<file path="config.mk">
export PLATFORM = sky130hd
export DESIGN_NAME = move_collector
export DESIGN_NICKNAME = d
export VERILOG_FILES = /design/src/rtl/move_collector_pkg.sv /design/src/rtl/move_collector_slot_pick.sv /design/src/rtl/move_collector.sv
export SDC_FILE = /design/constraint.sdc
export NUM_CORES = 1
export LEC_CHECK = 0
export CORE_MARGIN = 2
export CORE_UTILIZATION = 54
export CTS_BUF_LIST = sky130_fd_sc_hd__clkbuf_16
export DETAILED_ROUTE_END_ITERATION = 6
export PLACE_DENSITY = 0.82
export SLEW_MARGIN = 30
export SYNTH_ARGS = -nofsm -noshare
export SYNTH_HDL_FRONTEND = slang
export SYNTH_SLANG_ARGS = --single-unit
</file>
<file path="constraint.sdc">
create_clock -name clk -period 6.7 [get_ports clk]
set_clock_uncertainty 0.2 [all_clocks]
set_input_delay 1.34 -clock clk [delete_from_list [all_inputs] [get_ports clk]]
set_output_delay 1.34 -clock clk [all_outputs]
set_load 0.02 [all_outputs]
</file>
<file path="src/rtl/move_collector_pkg.sv">
// Shared chess definitions: square/slot geometry, collector FSM encoding and slot helpers.
package move_collector_pkg;

  localparam int COORD_W    = 3;
  localparam int SQ_W       = 2 * COORD_W;
  localparam int SLOT_W     = 6;
  localparam int SLOT_N     = 8;
  localparam int SLOT_IDX_W = 3;
  localparam int WORD_W     = SLOT_W * SLOT_N;
  localparam int MOVE_W     = 2 * SQ_W;
  localparam int CNT_W      = 8;

  typedef logic [SQ_W-1:0]   square_t;
  typedef logic [SLOT_W-1:0] slot_t;
  typedef logic [WORD_W-1:0] word_t;

  localparam square_t SQ_LAST   = 6'd63;
  localparam slot_t   SLOT_NONE = 6'o00;

  localparam logic [2:0] S_IDLE = 3'd0;
  localparam logic [2:0] S_WAIT = 3'd1;
  localparam logic [2:0] S_LOAD = 3'd2;
  localparam logic [2:0] S_EMIT = 3'd3;
  localparam logic [2:0] S_NEXT = 3'd4;
  localparam logic [2:0] S_FIN  = 3'd5;

  function automatic slot_t slot_at(input word_t w, input logic [SLOT_IDX_W-1:0] i);
    return w[int'(i)*SLOT_W +: SLOT_W];
  endfunction

endpackage

</file>
<file path="src/rtl/move_collector_slot_pick.sv">
// Highest-index set bit of the non-empty slot mask.
module slot_pick
  import move_collector_pkg::*;
(
  input  logic [SLOT_N-1:0]     mask,
  output logic [SLOT_IDX_W-1:0] idx,
  output logic                  any
);

  always_comb begin
    idx = '0;
    any = 1'b0;
    for (int i = 0; i < SLOT_N; i++) begin
      if (mask[i]) begin
        idx = i[SLOT_IDX_W-1:0];
        any = 1'b1;
      end
    end
  end

endmodule

</file>
<file path="src/rtl/move_collector.sv">
// Walks all 64 square FIFOs once the square units finish and streams every
// pseudo-move {src, dst} out through a valid/ready handshake.
module move_collector
  import move_collector_pkg::*;
#(
  parameter int MAX_MOVES = 255
) (
  input  logic              clk,
  input  logic              reset,
  input  logic              start,
  input  logic              all_done,
  output logic [SQ_W-1:0]   sq_sel,
  input  logic              sq_empty,
  input  logic [WORD_W-1:0] sq_word,
  output logic              sq_rd,
  output logic              mv_valid,
  input  logic              mv_ready,
  output logic [MOVE_W-1:0] mv_data,
  output logic [CNT_W-1:0]  mv_count,
  output logic              busy,
  output logic              list_done,
  output logic              overflow
);

  localparam logic [CNT_W-1:0] MAX_CNT = CNT_W'(MAX_MOVES);

  logic [2:0]            state;
  logic                  all_done_p1;
  word_t                 slot_reg;
  logic [SLOT_N-1:0]     live;
  logic [SLOT_IDX_W-1:0] pick;
  logic                  any;
  logic                  hs;
  logic                  cnt_sat;
  logic [CNT_W-1:0]      cnt_nxt;

  // Saturating move counter: returns {hit_limit, next_count}.
  function automatic logic [CNT_W:0] sat_inc(input logic [CNT_W-1:0] c);
    if (c == MAX_CNT) return {1'b1, c};
    return {1'b0, c + 1'b1};
  endfunction

  always_comb begin
    live = '0;
    for (int i = 0; i < SLOT_N; i++) begin
      live[i] = (slot_at(slot_reg, i[SLOT_IDX_W-1:0]) != SLOT_NONE) &&
                (slot_at(slot_reg, i[SLOT_IDX_W-1:0]) != sq_sel);
    end
  end

  slot_pick u_pick (
    .mask (live),
    .idx  (pick),
    .any  (any)
  );

  assign mv_valid  = (state == S_EMIT) && any;
  assign mv_data   = mv_valid ? {slot_at(slot_reg, pick), sq_sel} : '0;
  assign hs        = mv_valid && mv_ready;
  // Pop is suppressed during reset so an abandoned list never loses a FIFO word.
  assign sq_rd     = (state == S_LOAD) && !sq_empty && !reset;
  assign busy      = (state == S_WAIT) || (state == S_LOAD) ||
                     (state == S_EMIT) || (state == S_NEXT);
  assign list_done = (state == S_FIN);
  assign {cnt_sat, cnt_nxt} = sat_inc(mv_count);

  always_ff @(posedge clk) begin
    if (reset) begin
      state       <= S_IDLE;
      sq_sel      <= '0;
      slot_reg    <= '0;
      mv_count    <= '0;
      overflow    <= 1'b0;
      all_done_p1 <= 1'b0;
    end else begin
      case (state)
        S_IDLE, S_FIN: begin
          if (start) begin
            state       <= S_WAIT;
            sq_sel      <= '0;
            mv_count    <= '0;
            overflow    <= 1'b0;
            all_done_p1 <= 1'b0;
          end
        end
        // all_done lags the square units by one register, so require two in a row.
        S_WAIT: begin
          all_done_p1 <= all_done;
          if (all_done && all_done_p1) state <= S_LOAD;
        end
        S_LOAD: begin
          if (sq_empty) begin
            state <= S_NEXT;
          end else begin
            slot_reg <= sq_word;
            state    <= S_EMIT;
          end
        end
        S_EMIT: begin
          if (!any) begin
            state <= S_LOAD;
          end else if (hs) begin
            slot_reg[int'(pick)*SLOT_W +: SLOT_W] <= SLOT_NONE;
            if (cnt_sat) overflow <= 1'b1;
            else         mv_count <= cnt_nxt;
          end
        end
        S_NEXT: begin
          if (sq_sel == SQ_LAST) begin
            state <= S_FIN;
          end else begin
            sq_sel <= sq_sel + 1'b1;
            state  <= S_LOAD;
          end
        end
        default: state <= S_IDLE;
      endcase
    end
  end

endmodule

</file>
==> summary.md, run 1 <==
| Metric | Value |
|---|---|
| Outcome | completed |
| Largest net degree at the start of global routing | 57 |
| DR vias | slightly below 5000 |
| Post-DR wirelength/cell | 20.3 µm |
| Worst Hold Endpoint | all_done_p1 |
| Worst rel slew slack | between 40% and 50% |
| Overflow after GRT | 0 |
| Syn-to-layout area delta | 25.6% |
| Starting Density | between 50% and 60% |
| Max Cap Viol | 0 |
| Post-CTS sizing | 0 |
| Worst-skew pair later-pin latency | 340 ps |
| Arrival @ worst endpoint | between 4000 and 5000 ps |
| Area of the die | between 0.009 and 0.01 mm² |
| Max FFs per register | 48 |
| Chip width | around 97 µm |
| Final ANT Viol Nets | 0 |
| Die height | 97.3 µm |
| Avg Cell Area, Syn | between 7 and 8 µm² |
| Combinational share of power | approximately 53% |
| Top cells by area, synth | dfxtp_1 (29%), xnor2_1 (8.6%), nand2_1 (5.9%), nand3_1 (5.0%), a21oi_1 (4.5%) |
| Synth warn | 0 |
| Yosys top cell by area | dfxtp_1 |
| Worst-path maximum fanout | 19 |
| Final setup viols | 0 |
| WS Path Type | reg -> out |
| Hold Vio Cnt, Final | 0 |
| Power density cells | approximately 390 mW/mm² |
| WHS Path Cells | 2 |
| Final Max Tran Viols | 0 |
| GP Congestion | between 1 and 1.5 |
| Cell family with most CP delay | compound AO/OA/AOI/OAI gates |
| Syn Std Cell Area | around 0.0047 mm² |
| RSZ-0062 raised after global routing | no |
| Clk pwr share | about a quarter |
| Total Nets Final | ~730 |
| Sw Ratio | 46.4% |
| Ant diodes | 0 |
| Slowest-stage cell, CP | dfxtp_1 |
| Crit path cell chain | xnor2_1 > nand4_1 > o31ai_1 > o21ai_1 > o21ai_2 > clkinv_1 > nand2_1 > o211ai_1 > a21boi_0 > clkdlybuf4s50_1 |
| Crit path buf inv count | 2 |
| Asr flop ratio synth | 0% |
| Iter 0 DRT Violations | slightly above 400 |
| Count leader, synth | nand2_1 |
| CTS tree | yes |
| Reg-to-reg slack, setup | around 880 ps |
| Clock sinks | 67 |
| Num rows | 34 |
| Reg2reg start | sq_sel[5] |
| GRT Overall Usage | approximately a third |
| Post-CTS Hold Buffers | 0 |
| Psw | roughly 1.1 mW |
| Max Clk Rate | roughly 170 MHz |
| DP HPWL | between 10 and 15 mm |
| Worst Tran Pin Value | about 900 ps |
| Register area share after synthesis | roughly 29% |
| Clk root buf | clkbuf_16 |
| FF-to-FF End | slot_reg[5] |
| Flop pwr share | 21.3% |
| Syn nets | ~670 |
| Cells after Synth | ~600 |
| Post-synth top cells | nand2_1 (74), dfxtp_1 (67), nand3_1 (47) |
| Detailed Route WL | around 16 mm |
| Layout cell share with drive strength beyond 1 | approximately 5.7% |
| Top_reg_cell synth | dfxtp_1 |
| Core area | 0.00859 mm² |
| Total I/O pin count | 85 |
| First-pass GRT wire length | 25.4 mm |
| Vias in the first global route | 4977 |
| Clock tree buffer depth | 2 |
| Placed inst area | between 0.005 and 0.006 mm² |
| Hold/Removal Path Class | reg -> reg |
| Min-delay src | all_done_p1 |
| Initial antenna violation count | 0 |
| Setup crit end kind | output port |
| Lkg Pwr | around 2.2 nW |
| Clock transition at path regs | about 60 ps |
| Netlist cell types | 64 |
| Number of buffers created by CTS | 9 |
| WP data required | about 5200 ps |
| Vias/cell | roughly 6.4 |
| Min Tclk post-route | 5880 ps |
| Worst r2r path cells | 20 |
| Number of synthesized register bits | 67 |
| H-tree depth | 3 |
| Top cell type's share of synthesized area | between 20% and 30% |
| Setup TNS | 0 ps |
| Internal power | around 1.2 mW |
| Design Area, Final | ~0.0059 mm² |
| Postcts setup bufs | 0 |
| Final period utilization | ~90% |
| Number of flops mapped to enable cells by yosys | 0 |
| Critical path launch point type | flip-flop |
| Port Buffers | 84 |
| DRC viols | 0 |
| Critical path's largest stage delay | between 700 and 800 ps |
| Maximum vdd drop | 230 µV |
| Drt first pass iters | 5 |
==> power by group through the flow <==
stage               Combinational, mW  Clock [mW]  Sequential [mW]
global placement                 1.21           0            0.498
floorplan                       0.926           0            0.468
global route                     1.34       0.606            0.498
finish                           1.24       0.590            0.495
detailed placement               1.21           0            0.500
CTS                              1.21       0.591            0.492
==> routing by layer <==
| metal | vias to the layer above | routed length (µm) | global-route usage, % |
|---|---|---|---|
| met2 | 258 | 7210 | 54.6 |
| met4 | 0 | 752 | 16.9 |
| met3 | 59 | 1290 | 4.75 |
| li1 | 2315 | - | - |
| met1 | 2331 | 6550 | 43.3 |
| met5 | - | 0 | 0 |
==> kinds of logic after synthesis <==
family          Yosys count  synth area share (%)
simple gates            233                  24.5
compound gates          156                  23.6
flops                    67                  28.5
buf+inv                  62                  5.72
xor+xnor                 58                  10.8
mux                      22                  4.76
fa+ha+maj                 8                  2.13
==> worst min-delay path, cell delays in order (launching register included) <==
cell and delay [ps]:
dfxtp_1 310, o31ai_1 60, a21oi_1 60
==> through the flow <==
step | setup slack [ps] | instances | utilization, % | power [mW] | hold slack (ps)
after floorplan | 1600 | 606 | - | 1.39 | 244
after global placement | 1200 | 763 | 64.4 | 1.71 | 254
after detailed placement | 1060 | 763 | 64.4 | 1.71 | 282
after CTS | 986 | 779 | 68.7 | 2.30 | 290
after global routing | 494 | 779 | 68.7 | 2.45 | 315
final | 824 | 779 | 68.7 | 2.33 | 284
==> placed cells by master, fill, tap and decap left out, drive strengths merged, types with 6 or more instances in the layout <==
master and n:
clkdlybuf4s50 84, nand2 74, dfxtp 67, nand3 49, xnor2 46, a21oi 42, nor2 38, o211ai 27
o21ai 26, inv 20, mux2i 19, xor2 12, nand4 12, o41ai 10, nor3 10, and2 9
clkbuf 9, ha 8, nor4 8, or3 8, a21boi 7, and3 6, buf 6
==> layout make-up <==
type                       count  area, µm²
multi-input combinational    477       3100
fill                         735       2690
sequential                    67       1340
timing repair buffer          90        886
clock buffer                   9        225
clock inverter                 7        141
tap                          108        135
inverter                      21       78.8
==> worst max-delay path by stage <==
stage	to	start	cells past startpoint	slack, ps
after global routing	slot_reg[4]	sq_sel[5]	20	490
final	mv_data[11]	sq_sel[5]	10	820
after floorplan	slot_reg[4]	sq_sel[1]	22	1600
after CTS	slot_reg[5]	sq_sel[3]	20	990
after detailed placement	slot_reg[5]	sq_sel[3]	21	1060
after global placement	slot_reg[5]	sq_sel[3]	21	1200
Note: power is estimated with default switching activity, not from simulation.
==> inputs of run 2 (changes only) <==
--- a/config.mk
+++ b/config.mk
@@ -9,6 +9,7 @@
 export CORE_UTILIZATION = 54
 export CTS_BUF_LIST = sky130_fd_sc_hd__clkbuf_16
 export DETAILED_ROUTE_END_ITERATION = 6
+export GPL_TIMING_DRIVEN = 0
 export PLACE_DENSITY = 0.82
 export SLEW_MARGIN = 30
 export SYNTH_ARGS = -nofsm -noshare
==> summary.md, run 2 (synthesis results as in run 1) <==
| Metric | Value |
|---|---|
| DP HPWL | 13.1 mm |
| Critical path launch point type | flip-flop |
| Drt first pass iters | 6 |
| Total I/O pin count | 85 |
| CTS tree | yes |
| Hold/Removal Path Class | reg -> reg |
| Clock tree buffer depth | 2 |
| Num rows | 34 |
| Ant diodes | 0 |
| Layout cell share with drive strength beyond 1 | 6.38% |
| DR vias | ~5300 |
| Final ANT Viol Nets | 0 |
| Placed cells | around 800 |
| Overflow after GRT | 0 |
| Maximum vdd drop | between 150 and 200 µV |
| Starting Density | 54.7% |
| Die height | around 100 µm |
| WS Path Type | reg -> reg |
| Lkg Pwr | 2.26 nW |
| Number of buffers created by CTS | 9 |
| Syn-to-layout area delta | 27.1% |
| Power density cells | about 380 mW/mm² |
| Commonest non-fill, non-tap cell in the layout | clkdlybuf4s50_1 |
| Postcts setup bufs | 0 |
| Pre-CTS WS | between 400 and 500 ps |
| Clock sinks | 67 |
| Area of the die | about 0.0095 mm² |
| Vias/cell | approximately 6.5 |
| Final period utilization | between 90 and 100% |
| Max FFs per register | 48 |
| GRT Overall Usage | ~37% |
| Worst rel slew slack | 49.5% |
| Vias in the first global route | around 5000 |
| Worst hold slack | 303 ps |
| Most frequent cells in the layout | clkdlybuf4s50_1 (83), nand2_1 (74), dfxtp_1 (67) |
| Max Clk Rate | around 160 MHz |
| Post-DR wirelength/cell | between 20 and 25 µm |
| WP data required | around 6700 ps |
| Final setup viols | 0 |
| Setup crit end kind | flip-flop |
| Clock transition at path regs | around 70 ps |
| Setup TNS | 0 ps |
| Outcome | completed |
| RSZ-0062 raised after global routing | no |
| Final Max Tran Viols | 0 |
| Total Nets Final | ~760 |
| Worst r2r path cells | 23 |
| Worst-skew pair later-pin latency | approximately 340 ps |
| Initial antenna violation count | 0 |
| Core area | 0.00859 mm² |
| Min Tclk post-route | between 6000 and 7000 ps |
| H-tree depth | 3 |
| Post-CTS Hold Buffers | 0 |
| Max Cap Viol | 0 |
| Hold Vio Cnt, Final | 0 |
| DRC viols | 0 |
| Arrival @ worst endpoint | about 6300 ps |
| Chip width | 97.3 µm |
| Worst Tran Pin Value | approximately 760 ps |
| WHS Path Cells | 2 |
| Setup ws final | 434 ps |
| Port Buffers | 83 |
| Largest net degree at the start of global routing | 14 |
| First-pass GRT wire length | around 27 mm |
| Post-Layout Cell Count | 813 |
| Reg-to-reg slack, setup | between 400 and 500 ps |
| Worst-path maximum fanout | 11 |
| Clk root buf | clkbuf_16 |
| GP Congestion | around 1.0 |
| Iter 0 DRT Violations | roughly 590 |
| Detailed Route WL | approximately 18 mm |
-- run 2: cell types whose count changed in the layout (fill, tap and decap cells not counted), moves of 2 or more --
| cell | change |
|---|---|
| clkbuf_1 | +27 |
| buf_2 | +8 |
| buf_4 | -3 |
| bufinv_16 | -3 |
| buf_6 | +2 |
| clkinvlp_4 | +2 |
| inv_6 | +2 |
-- run 2: final cells by class --
type / instances / area, µm²
well taps: 108 / 135
plain buffers: 41 / 191
inverters: 21 / 78.8
clock inverters: 7 / 75.1
flip-flops and latches: 67 / 1340
fillers: 736 / 2620
multi-input cells: 477 / 3100
repair buffers: 83 / 831
clock buffers: 9 / 225
-- run 2: repair_timing --
action,in CTS,in global routing
resized for setup,0,3
endpoints found under the setup margin,0,3
hold endpoints to repair,0,0
-- run 2: routing by layer --
metal | wire length, µm | track usage [%] | vias up
li1 | - | - | 2392
met1 | 7130 | 49.4 | 2442
met2 | 7950 | 59.0 | 354
met3 | 1710 | 5.25 | 76
met4 | 877 | 17.0 | 0
met5 | 0 | 0 | -
-- run 2: worst paths after layout --
kind | startpoint | endpoint
worst max-delay path | sq_sel[1] | slot_reg[4]
worst max register to register | sq_sel[1] | slot_reg[4]
worst min-delay path | all_done_p1 | all_done_p1
worst min register to register | all_done_p1 | all_done_p1
-- run 2: power breakdown --
group          internal [mW]  switching (mW)  leakage [nW]
Combinational          0.430           0.891          1.58
Clock                  0.291           0.207         0.140
Sequential             0.429          0.0368         0.541
-- run 2: critical path: stages (launching register included) --
cell,delay (ps)
dfxtp_1,420
buf_2,410
xnor2_1,170
nand4_1,90
o21ai_0,460
nor2b_1,340
o311a_1,230
clkbuf_2,250
inv_1,70
ha_1,280
ha_1,280
a21o_1,170
o311ai_2,370
nor2_1,120
nor2_1,140
ha_1,240
clkbuf_1,210
inv_1,190
nand3_1,80
or4b_1,570
o311ai_2,350
a41oi_1,200
o21ai_1,220
a21oi_1,80
-- run 2: metrics by stage --
step | utilization, % | power, mW | cell area, µm²
floorplan | - | 1.39 | 4700
global placement | 65.9 | 1.74 | 5670
detailed placement | 65.9 | 1.75 | 5670
CTS | 69.4 | 2.24 | 5970
global route | 69.5 | 2.42 | 5970
finish | 69.5 | 2.28 | 5970
